<file path="config.mk">
export PLATFORM = sky130hd
export DESIGN_NAME = alu_pipe
export DESIGN_NICKNAME = d
export VERILOG_FILES = /design/src/rtl/alu_pipe.sv
export SDC_FILE = /design/constraint.sdc
export NUM_CORES = 1
export LEC_CHECK = 0
export CORE_UTILIZATION = 60
export CTS_CLUSTER_DIAMETER = 60
export CTS_CLUSTER_SIZE = 25
export DETAILED_ROUTE_END_ITERATION = 12
export MAX_ROUTING_LAYER = met4
export PLACE_DENSITY_LB_ADDON = 0.25
export SYNTH_ARGS = -nofsm -noshare
export SYNTH_HDL_FRONTEND = slang
export SYNTH_SLANG_ARGS = --single-unit
export TNS_END_PERCENT = 10
</file>
<file path="constraint.sdc">
create_clock -name clk -period 6.3 [get_ports clk]
set_clock_uncertainty 0.2 [all_clocks]
set_input_delay 1.89 -clock clk [delete_from_list [all_inputs] [get_ports clk]]
set_output_delay 1.89 -clock clk [all_outputs]
set_load 0.01 [all_outputs]
</file>
<file path="src/rtl/alu_pipe.sv">
// Handshaked execute ALU: single-cycle logic/arith/shift ops plus an iterative
// shift-add unsigned multiplier, with a registered result, flags and tag.
module alu_pipe #(
  parameter int WIDTH      = 16,
  parameter int TAG_W      = 4,
  parameter int ENABLE_MUL = 1
) (
  input  logic             clk,
  input  logic             rst,
  input  logic             in_valid,
  output logic             in_ready,
  input  logic [3:0]       opcode,
  input  logic [WIDTH-1:0] a,
  input  logic [WIDTH-1:0] b,
  input  logic [WIDTH-1:0] immediate,
  input  logic [TAG_W-1:0] in_tag,
  output logic             out_valid,
  input  logic             out_ready,
  output logic [WIDTH-1:0] alu_result,
  output logic [TAG_W-1:0] out_tag,
  output logic             zero,
  output logic             negative,
  output logic             carry,
  output logic             overflow,
  output logic             illegal,
  output logic             state_dbg
);

  // Handshake: a transfer happens on a clk edge where valid && ready are both
  // high; the producer holds its payload stable until that edge.

  localparam int SHW = $clog2(WIDTH);
  localparam int CW  = $clog2(WIDTH);

  typedef enum logic {S_IDLE, S_MUL} state_t;

  state_t             state;
  logic [2*WIDTH-1:0] mcand;
  logic [2*WIDTH-1:0] acc;
  logic [2*WIDTH-1:0] acc_next;
  logic [WIDTH-1:0]   mplier;
  logic [CW-1:0]      cnt;
  logic [TAG_W-1:0]   mul_tag;

  logic [WIDTH-1:0]   src;
  logic [WIDTH:0]     sum;
  logic [WIDTH:0]     diff;
  logic [SHW-1:0]     shamt;
  logic [WIDTH-1:0]   nres;
  logic               nc, nv, nill, nz, nn;
  logic               is_mul, accept;

  assign in_ready  = (state == S_IDLE) && (!out_valid || out_ready);
  assign accept    = in_valid && in_ready;
  assign is_mul    = (opcode == 4'b1000) && (ENABLE_MUL != 0);
  assign state_dbg = (state == S_MUL);
  assign acc_next  = acc + (mplier[0] ? mcand : '0);

  always_comb begin
    src   = opcode[3] ? immediate : b;
    sum   = {1'b0, a} + {1'b0, src};
    // Subtract as a + ~src + 1 so carry means "no borrow".
    diff  = {1'b0, a} + {1'b0, ~src} + {{WIDTH{1'b0}}, 1'b1};
    shamt = b[SHW-1:0];
    nres  = '0;
    nc    = 1'b0;
    nv    = 1'b0;
    nill  = 1'b0;
    case (opcode)
      4'b0000: nres = a & b;
      4'b0001: nres = a | b;
      4'b0100: nres = a ^ b;
      4'b0010, 4'b1010: begin
        nres = sum[WIDTH-1:0];
        nc   = sum[WIDTH];
        nv   = (a[WIDTH-1] == src[WIDTH-1]) && (sum[WIDTH-1] != a[WIDTH-1]);
      end
      4'b0011, 4'b1011: begin
        nres = diff[WIDTH-1:0];
        nc   = diff[WIDTH];
        nv   = (a[WIDTH-1] != src[WIDTH-1]) && (diff[WIDTH-1] != a[WIDTH-1]);
      end
      4'b0101: nres = {{(WIDTH-1){1'b0}}, ($signed(a) < $signed(b))};
      4'b0110: nres = a << shamt;
      4'b0111: nres = $unsigned($signed(a) >>> shamt);
      4'b1000: nill = (ENABLE_MUL == 0);
      default: nill = 1'b1;
    endcase
    nz = !nill && (nres == '0);
    nn = !nill && nres[WIDTH-1];
  end

  always_ff @(posedge clk) begin
    if (rst) begin
      state      <= S_IDLE;
      out_valid  <= 1'b0;
      alu_result <= '0;
      out_tag    <= '0;
      zero       <= 1'b0;
      negative   <= 1'b0;
      carry      <= 1'b0;
      overflow   <= 1'b0;
      illegal    <= 1'b0;
      cnt        <= '0;
      mcand      <= '0;
      mplier     <= '0;
      acc        <= '0;
      mul_tag    <= '0;
    end else begin
      case (state)
        S_IDLE: begin
          if (out_valid && out_ready) out_valid <= 1'b0;
          if (accept) begin
            if (is_mul) begin
              mcand   <= {{WIDTH{1'b0}}, a};
              mplier  <= b;
              acc     <= '0;
              cnt     <= '0;
              mul_tag <= in_tag;
              state   <= S_MUL;
            end else begin
              alu_result <= nres;
              out_tag    <= in_tag;
              zero       <= nz;
              negative   <= nn;
              carry      <= nc;
              overflow   <= nv;
              illegal    <= nill;
              out_valid  <= 1'b1;
            end
          end
        end
        S_MUL: begin
          acc    <= acc_next;
          mcand  <= mcand << 1;
          mplier <= mplier >> 1;
          cnt    <= cnt + {{(CW-1){1'b0}}, 1'b1};
          // Last iteration: the product is complete in acc_next.
          if (cnt == CW'(WIDTH-1)) begin
            alu_result <= acc_next[WIDTH-1:0];
            overflow   <= |acc_next[2*WIDTH-1:WIDTH];
            carry      <= 1'b0;
            zero       <= ~|acc_next[WIDTH-1:0];
            negative   <= acc_next[WIDTH-1];
            illegal    <= 1'b0;
            out_tag    <= mul_tag;
            out_valid  <= 1'b1;
            cnt        <= '0;
            state      <= S_IDLE;
          end
        end
        default: state <= S_IDLE;
      endcase
    end
  end

endmodule

</file>
==> reports/qor.yml, run 1 <==
yosys:
  synth_area_per_cell_sq_um: 7.234
  synth_nets: 1710
  synth_most_common_cell: "nand2_1"
  ys.flop_type: "dfxtp_1"
  yosys.area.top_type_share: 0.2077
  synth_enable_flop_cells: 0
  synth_common_cells: "nand2_1, a21oi_1, nor2_1"
  ys_seq_area_frac: 0.2077
  synth.area.top_cells: "dfxtp_1, ha_1, a21oi_1"
  syn_area_sq_um: 11080
  yosys_warnings: 0
  yosysTopAreaCell: "dfxtp_1"
  synthCells: 1532
  synth_cell_types: 74
  ys_async_sr_fraction: 0
  synth_seq_cells: 115
grt:
  met1_usage: 0.5995
  grtUsageTotal: 0.4569
  antenna_found_initial: 1
  overflow: 0
  use_met3: 0.1221
  grt_pass1_vias: 11190
  grt_max_degree: 69
  busiest_layer: "met2"
  met2_usage: 0.6483
  grt_pass1_wl_um: 63200
final_layout:
  syn_to_final_growth_pct: 16.08
  layout-drive-gt1-share: 0.08650
  n_fill_cell: 1476
  nets: 1772
critical_path:
  r2r_start: "mplier[0]$_SDFFE_PP0P_"
  path_cells: "clkdlybuf4s50_1, buf_4, nand2_1, o21a_1, ha_1, nand4_1, nor3_1, o31ai_1, a31oi_1, nor4_1, nor4bb_1, nand3b_1, nor2_1, nor4b_1, a21o_1"
  crit_buf_inv: 2
  cp-start-kind: "primary input"
  cp_max_fo: 19
  cpPeakStageDelay_ns: 0.55
  cp_top_family: "simple AND/OR/NAND/NOR gates"
  crit_path_start: "opcode[3]"
  worstRegToRegCells: 13
  reg2reg_to: "overflow$_SDFFE_PP0P_"
  r2r_slack_ns: 1.83
  crit_cells: 15
  worstSetupEndpointType: "flip-flop"
  crit_type: "primary input to flip-flop"
  crit_required_ns: 6.46
  critPathArrivalTime_ns: 5.72
  endpoint: "zero$_SDFFE_PP0P_"
  cp_slowest_cell: "clkdlybuf4s50_1"
clock_tree:
  clk_path_buf_depth: 2
  post-cts-setup-buffers: 0
  clock_sink_count: 115
  postCtsResizedCells: 0
  cts_tree: "yes"
  cts_made_buffers: 17
  clock_latency_ns: 0.43
  cts.hold.buffers_added: 0
  cts-htree-levels: 4
  root_buffer: "clkbuf_16"
  clk_pin_slew_ns: 0.07
pwr:
  p_per_area_nw_per_um2: 182.9
  power_leakage_nw: 5.344
  peakVddDrop_mv: 0.2570
sta:
  layout_setup_ws_ns: 0.7369
  period_share: 0.8830
  hold_viol_final: 0
  setup_viol: 0
  report.final.slew_viol_count: 0
  timing.fmax_ghz: 0.1798
  worst_slew_pin_slew_ns: 1.097
  maxSlewHeadroom: 0.2627
  post-route-min-period_ns: 5.563
  fin_tns_setup_ns: 0
  grt_setup_unrepaired: "false"
place:
  dp_slack_ns: 0.4291
  gp_congestion: 1.083
  port_buffers: 87
  dp_hpwl_um: 31030
floorplan:
  dieWidth_um: 137.9
  std_cell_rows: 49
  ios: 88
  start_util: 0.6149
  die_area_sq_um: 19020
  die_height_um: 137.9
  coreArea_sq_um: 18020
outcome:
  outcome: "complete, no violations"
drt:
  drc_errors: 0
  first_pass_iters: 6
  ant_nets: 0
  routed-via-count: 12400
  wl_per_cell_um: 22.83
  viasPerCell: 6.752
  drt-initial-drc-count: 1605
  drt_wl_total_um: 41940
min_path:
  hold_depth: 2
  hold_class: "flip-flop to flip-flop"
flow_run:
  max_cap_violations: 0
[worst reg2reg max path, stage by stage (launching register included)]
cell      delay, ns
dfxtp_1        0.31
buf_4          0.31
and2_1         0.22
ha_1           0.31
o21ai_0        0.25
o21bai_1       0.16
or3_4          0.44
a31oi_4        0.26
a21oi_2        0.12
a311o_1        0.46
mux2_4         0.32
or4_1          0.55
and4bb_1       0.32
a31oi_1        0.12
[worst min path at each step]
stage | to | slack [ns] | startpoint
6_report | alu_result[0]$_SDFFE_PP0P_ | 0.25 | alu_result[0]$_SDFFE_PP0P_
5_1_grt | illegal$_SDFFE_PP0P_ | 0.28 | illegal$_SDFFE_PP0P_
4_1_cts | alu_result[0]$_SDFFE_PP0P_ | 0.25 | alu_result[0]$_SDFFE_PP0P_
3_5_place_dp | alu_result[0]$_SDFFE_PP0P_ | 0.24 | alu_result[0]$_SDFFE_PP0P_
3_3_place_gp | alu_result[6]$_SDFFE_PP0P_ | 0.24 | alu_result[6]$_SDFFE_PP0P_
2_1_floorplan | mul_tag[0]$_SDFFE_PP0P_ | 0.24 | mul_tag[0]$_SDFFE_PP0P_
[metrics by stage]
step | hold WS, ns | util | instances | instance area, sq um | power (mW)
2_1_floorplan | 0.2360 | - | 1532 | 11080 | 1.130
3_3_place_gp | 0.2384 | 0.6814 | 1804 | 12280 | 1.375
3_5_place_dp | 0.2428 | 0.6814 | 1804 | 12280 | 1.374
4_1_cts | 0.2525 | 0.7136 | 1836 | 12860 | 2.322
5_1_grt | 0.2825 | 0.7137 | 1837 | 12860 | 2.420
6_report | 0.2527 | 0.7137 | 1837 | 12860 | 2.353
[power by group]
group / internal [mW] / switching, mW
registers: 0.744 / 0.0171
logic: 0.248 / 0.378
clock network: 0.546 / 0.420
total: 1.54 / 0.815
[sequential cells by signal, indices dropped and copies added, names as in the netlist]
name and count:
state_dbg 1, acc 32, cnt 4, mplier 16, negative 1, carry 1
zero 1, out_tag 4, out_valid 1, alu_result 16, illegal 1, mul_tag 4
mcand 32, overflow 1
[layout by cell type, fill, tap and decap left out, drive strengths merged, types with 34 or more instances in the layout]
cell and count:
nand3 54, and2 34, nor3 36, buf 55, inv 83, dfxtp 115
ha 115, nor2 154, clkdlybuf4s50 85, o21ai 63, a211oi 34, a21oi 188
nand2 212
[logic make-up (layout without fill, tap and decap cells)]
family          Yosys count  count (layout)  share of synthesized area
flops                   115             115                     0.2077
xor+xnor                 41              41                    0.03240
simple gates            586             586                     0.2440
fa+ha+maj               118             118                     0.1352
mux                      52              52                    0.06412
other cells               0               1                          0
buf+inv                 170             245                    0.05814
compound gates          450             450                     0.2584
[layout make-up]
class,instances,area [sq um],area share
clock buffer,18,450.4,0.03501
antenna,1,2.502,0.0001945
inverter,73,274.0,0.02130
tap,229,286.5,0.02227
sequential,115,2306,0.1792
multi-input combinational,1247,8142,0.6329
timing repair buffer,140,1274,0.09901
clock inverter,14,130.1,0.01011
[metal layers]
metal  part of all wire  routed length (um)  vias up
met5                  0                   0        -
met4              0.049                2035        0
met3               0.13                5356      177
met2               0.42               17690      874
met1               0.40               16860     5757
li1                   -                   -     5595
Power figures use the tool's default switching activity.
==> run 2: changes to the inputs <==
Settings changed: ABC_CLOCK_PERIOD_IN_PS set to 6300.
==> results of run 2 <==
The final DEF is identical to that of run 1; final timing and power are the same.
